### src/rtl/icache_fill_ctrl.sv
// -----------------------------------------------------------------------------
// icache_fill_ctrl
//   Instruction-cache miss handler. On a miss it issues one read per word of
//   the faulting block to the pipelined, in-order instruction memory, streams
//   each returned word into the data array, then writes the block tag into the
//   metadata array. The fetch stage is stalled for the whole fill.
//
// Ports
//   clk                 system clock, rising edge
//   rst                 asynchronous reset, active low
//   miss_detected       miss indication (sampled only while idle)
//   miss_address[15:0]  faulting fetch address
//   memory_data_valid   read data valid from instruction memory
//   memory_data[15:0]   read data from instruction memory
//   fsm_busy            stall request to the fetch stage
//   memory_enable       memory read request
//   memory_address      memory read address
//   write_data_array    data array write enable (one word)
//   fill_address        data array word address being written
//   fill_data           word written to the data array
//   write_tag_array     metadata array write enable
//   tag_out             tag written to the metadata array
// -----------------------------------------------------------------------------
module icache_fill_ctrl #(
  parameter int unsigned WORDS_PER_BLOCK = 8,
  parameter int unsigned TAG_W           = 6
) (
  input  logic              clk,
  input  logic              rst,
  input  logic              miss_detected,
  input  logic [15:0]       miss_address,
  input  logic              memory_data_valid,
  input  logic [15:0]       memory_data,
  output logic              fsm_busy,
  output logic              memory_enable,
  output logic [15:0]       memory_address,
  output logic              write_data_array,
  output logic [15:0]       fill_address,
  output logic [15:0]       fill_data,
  output logic              write_tag_array,
  output logic [TAG_W-1:0]  tag_out
);

  localparam int unsigned CNT_W = $clog2(WORDS_PER_BLOCK);
  localparam logic [CNT_W-1:0] LAST_WORD = CNT_W'(WORDS_PER_BLOCK - 1);
  // Clears the byte offset within a block (16-bit words, so 2 bytes/word).
  localparam logic [15:0] BLK_MASK = ~16'(2 * WORDS_PER_BLOCK - 1);

  typedef enum logic [1:0] {
    IDLE,
    FILL,
    TAG
  } state_t;

  state_t           state_q, state_d;
  logic [15:0]      base_q, base_d;
  logic [TAG_W-1:0] tag_q, tag_d;
  logic [CNT_W-1:0] issue_cnt_q, issue_cnt_d;
  logic [CNT_W-1:0] recv_cnt_q, recv_cnt_d;
  logic             issue_done_q, issue_done_d;

  always_ff @(posedge clk or negedge rst) begin
    if (!rst) begin
      state_q      <= IDLE;
      base_q       <= '0;
      tag_q        <= '0;
      issue_cnt_q  <= '0;
      recv_cnt_q   <= '0;
      issue_done_q <= 1'b0;
    end else begin
      state_q      <= state_d;
      base_q       <= base_d;
      tag_q        <= tag_d;
      issue_cnt_q  <= issue_cnt_d;
      recv_cnt_q   <= recv_cnt_d;
      issue_done_q <= issue_done_d;
    end
  end

  always_comb begin
    state_d          = state_q;
    base_d           = base_q;
    tag_d            = tag_q;
    issue_cnt_d      = issue_cnt_q;
    recv_cnt_d       = recv_cnt_q;
    issue_done_d     = issue_done_q;

    fsm_busy         = 1'b0;
    memory_enable    = 1'b0;
    memory_address   = '0;
    write_data_array = 1'b0;
    fill_address     = '0;
    fill_data        = '0;
    write_tag_array  = 1'b0;

    unique case (state_q)
      IDLE: begin
        if (miss_detected) begin
          base_d       = miss_address & BLK_MASK;
          tag_d        = miss_address[15 -: TAG_W];
          issue_cnt_d  = '0;
          recv_cnt_d   = '0;
          issue_done_d = 1'b0;
          state_d      = FILL;
        end
      end

      FILL: begin
        fsm_busy = 1'b1;

        // Issue side: no backpressure, so one read per cycle until the
        // counter wraps back to zero.
        if (!issue_done_q) begin
          memory_enable  = 1'b1;
          memory_address = base_q + 16'({issue_cnt_q, 1'b0});
          issue_cnt_d    = issue_cnt_q + 1'b1;
          if (issue_cnt_q == LAST_WORD) begin
            issue_done_d = 1'b1;
          end
        end

        // Receive side runs independently and may overlap issue; memory is
        // in-order, so the receive counter alone addresses the word.
        if (memory_data_valid) begin
          write_data_array = 1'b1;
          fill_address     = base_q + 16'({recv_cnt_q, 1'b0});
          fill_data        = memory_data;
          recv_cnt_d       = recv_cnt_q + 1'b1;
          if (recv_cnt_q == LAST_WORD) begin
            state_d = TAG;
          end
        end
      end

      TAG: begin
        fsm_busy        = 1'b1;
        write_tag_array = 1'b1;
        state_d         = IDLE;
      end

      default: begin
        state_d = IDLE;
      end
    endcase
  end

  assign tag_out = tag_q;

endmodule

### config.mk
export PLATFORM = sky130hd
export DESIGN_NAME = icache_fill_ctrl
export DESIGN_NICKNAME = d
export VERILOG_FILES = /design/src/rtl/icache_fill_ctrl.sv
export SDC_FILE = /design/constraint.sdc
export NUM_CORES = 1
export LEC_CHECK = 0
export ABC_AREA = 1
export BUFFER_PORTS_ARGS = -buffer_cell sky130_fd_sc_hd__buf_2
export CORE_MARGIN = 2
export CORE_UTILIZATION = 42
export DETAILED_ROUTE_END_ITERATION = 16
export GPL_ROUTABILITY_DRIVEN = 0
export HOLD_SLACK_MARGIN = 0.08
export PLACE_DENSITY = 0.8
export SLEW_MARGIN = 40
export SYNTH_ARGS = -nofsm -noshare
export SYNTH_HDL_FRONTEND = slang
export SYNTH_SLANG_ARGS = --single-unit
export TNS_END_PERCENT = 1
### constraint.sdc
create_clock -name clk -period 1.3 [get_ports clk]
set_input_delay 0 -clock clk [delete_from_list [all_inputs] [get_ports clk]]
set_output_delay 0 -clock clk [all_outputs]
set_load 0.1 [all_outputs]
==> results of run 1 <==
## through the flow
stage               hold slack (ps)  TNS, ps  utilization [%]
floorplan                      -296    -9000                -
global placement              -25.2        0             92.7
detailed placement            -23.1    -2140             92.7
## cells by family after synthesis
family | after synthesis
other | 1
adders and majority gates | 9
DFF | 21
AOI/OAI and AO/OA | 14
buffers and inverters | 59
and+or+nand+nor | 98
==> impl_metrics.ini, run 1 <==
[outcome]
status = stopped before the end
stop_error = [ERROR DPL-0038] Utilization greater than 100%, impossible to legalize
stop_stage = clock tree synthesis (4_1_cts)

[placement]
numPortBuffers = 87
place_hpwl_mm = 4.74
placed_cell_area_um2 = 3070
dp_cells = 332
pre_cts_ws_ps = -95.5

[logic_synthesis]
synth-simple-area-share_pct = 27.7
synth_area_um2 = 1440
synth_seq_cells = 21
ys.warnings.count = 0
synth_compound_area_share_pct = 5.91
synth_top_area_share_pct = 36.5
ys.flop_type = dfrtp_1
synth_fa_ha_area_share_pct = 7.82
synth_edf_count = 0
yosys.cell_count.top_type = nor2_1
ys_seq_area_share_pct = 36.5
syn_inst = 202
synth_common_cells = nor2_1, inv_1, nand2_1
syn_area_per_cell_um2 = 7.13
async_reset_ff_share_pct = 100
synth_top_family_by_area = simple AND/OR/NAND/NOR gates
synth_area_leaders = dfrtp_1, nor2_1, inv_1, ha_1, nand2_1
synth_top_cell_by_area = dfrtp_1
synth_xor_area_share_pct = 0
synthMuxAreaShare_pct = 0
yosysUniqueCellTypes = 19

[floorplanning]
start_util_pct = 43.5
die_x_um = 62.6
num_rows = 21
die_h_um = 62.6
ios = 94

[clocking]
cts_inserted_buffers = 3
ctsHoldBuffers = 13
cts_setup_buffers = 5
clock_sinks = 21
clk_path_buf_depth = 2
clock_tree.root_cell = clkbuf_4
cts_htree_levels = 1
cts-resized-gates = 12
==> inputs of run 2 (changes only) <==
Settings changed: CORE_UTILIZATION 42 to 30, HOLD_SLACK_MARGIN 0.08 to default, PLACE_DENSITY 0.8 to default, PLACE_DENSITY_LB_ADDON from default to 0.15.
==> run 2 against run 1 <==
The flow now finishes, with violations (negative setup slack). Area after synthesis stayed put. Synthesized cell count unchanged.
==> impl_metrics.ini, run 2 <==
[outcome]
status = finished, violations left
violations = negative setup slack

[worst_setup_path]
critPathKind = reg -> out
rr_startpoint = state_q[1]
cp.required_ps = 1300
worstSetupEndpointType = primary output
path_max_fanout = 8
worstSetupStartpointType = flop
startpoint = state_q[1]
arrival_ps = 1500
r2r_setup_slack_ps = -40

[clocking]
cts_htree_levels = 1
insertion_delay_ps = 260
cts_tree = yes
clock_tree.root_cell = clkbuf_8
clock_sinks = 21
cts_inserted_buffers = 3
clkTransAtPathRegs_ps = 80
clk_path_buf_depth = 2

[placement]
pre_cts_ws_ps = -58.0
numPortBuffers = 87
place_hpwl_mm = 3.17
dp_cells = 337

[logic_synthesis]
synth_common_cells = nor2_1, inv_1, nand2_1
ys.warnings.count = 0
syn_area_per_cell_um2 = 7.13
async_reset_ff_share_pct = 100
synth_area_leaders = dfrtp_1, nor2_1, inv_1, ha_1, nand2_1
yosys.cell_count.top_type = nor2_1
synth_edf_count = 0
ys_seq_area_share_pct = 36.5
syn_inst = 202
synth_seq_cells = 21
synth_top_cell_by_area = dfrtp_1
synth_area_um2 = 1440
yosysUniqueCellTypes = 19
ys.flop_type = dfrtp_1
synth_top_area_share_pct = 36.5

[sta]
period_share_pct = 116
final-hold-violation-count = 0
fin_crit_ps = 1500
fin_skew_ps = 3.26
tns_ps = -8740
fin_ws_ps = -203
setup_viol = 55
rsz0062_at_grt = yes
fmax_mhz = 665
report.final.slew_viol_count = 0

[drt]
post_drt_wl_per_cell_um = 11.8
drtAntennaViolNets = 0
vias_per_cell = 4.26
first_iter_violations = 38
remaining_drc_errors = 0
first_pass_iters = 4
wl_mm = 4.26
vias = 1532

[min_path]
min_from = miss_address[7]
hp-class = in -> reg

[flow_run]
drv_cap = 0

[final_layout]
diodes = 0
drive_above_1_share_pct = 56.9
fin_nets = 352
final_cell_mix = buf_12, nor2_4, inv_1, buf_2, nand2_1
final_cells = 360
largest_register_ffs = 7
final_common_cell = buf_12
area_growth_pct = 133
top_register = base_q

[floorplanning]
start_util_pct = 30.9
die_h_um = 73.3
die_x_um = 73.3
ios = 94
coreArea_um2 = 4660
dieArea_um2 = 5370
num_rows = 25

[global_routing]
track_usage_pct = 17.3
antenna_found_initial = 0
grt_max_degree = 25
grt_pass1_wl_mm = 7.22
grt_pass1_vias = 1547
grt_overflow = 0
## run 2: cell counts after synthesis
No cell type changed its count.
## run 2: logic make-up (layout without fill, tap and decap cells)
kind of cell / Yosys count / in the layout / share of synthesized area, %
and+or+nand+nor: 98 / 100 / 27.7
buffers and inverters: 59 / 160 / 21.8
DFF: 21 / 21 / 36.5
AOI/OAI and AO/OA: 14 / 14 / 5.91
adders and majority gates: 9 / 9 / 7.82
other: 1 / 2 / 0.260
## run 2: routing by layer
metal | routed length, um | GRT usage, % | vias to the layer above
met3 | 189 | 3.02 | 2
met4 | 21 | 3.09 | 0
li1 | - | - | 788
met1 | 1770 | 21.4 | 699
met5 | 0 | 0 | -
met2 | 2290 | 31.6 | 43
## run 2: area by class of cell
| class | instances | area (um^2) |
|---|---|---|
| multi-input cells | 125 | 1050 |
| inverters | 44 | 176 |
| fillers | 325 | 1310 |
| flip-flops and latches | 21 | 526 |
| well taps | 54 | 67.6 |
| clock buffers | 4 | 45.0 |
| repair buffers | 112 | 1490 |
## run 2: per-stage QoR
stage / hold WS, ps / instance area [um^2] / util, %
2_1_floorplan: -296 / 1830 / -
6_report: 6.37 / 3350 / 71.9
3_3_place_gp: -4.31 / 3030 / 65.1
4_1_cts: 4.56 / 3330 / 71.4
3_5_place_dp: -9.40 / 3030 / 65.1
5_1_grt: 13.4 / 3350 / 71.9
## run 2: worst paths after layout
kind                       cells past startpoint          endpoint
max in group asynchronous                      2        tag_out[3]
setup reg to reg                               7    issue_cnt_q[0]
min in group asynchronous                      2        tag_out[0]
hold reg to reg                                2     recv_cnt_q[0]
setup / recovery                               6  fill_address[13]
hold / removal                                 3         base_q[7]
## run 2: repair_timing
item                       in CTS  in global routing
setup endpoints to repair      56                 69
pin swaps                       4                  3
gates resized for setup         9                  8
setup buffers                   4                  0
cloned                          3                  0
hold endpoints to repair       32                  0
hold buffers                   12                  0
## run 2: critical path: stages, from the launching register on
cell,delay [ps]
dfrtp_1,390
inv_2,80
ha_4,180
nand2_8,110
buf_8,180
nor2_4,110
buf_12,180
Power of run 2 is left out: the tool's default activity adds up to more than one toggle a clock period on the data nets, which glitch-free logic cannot reach.
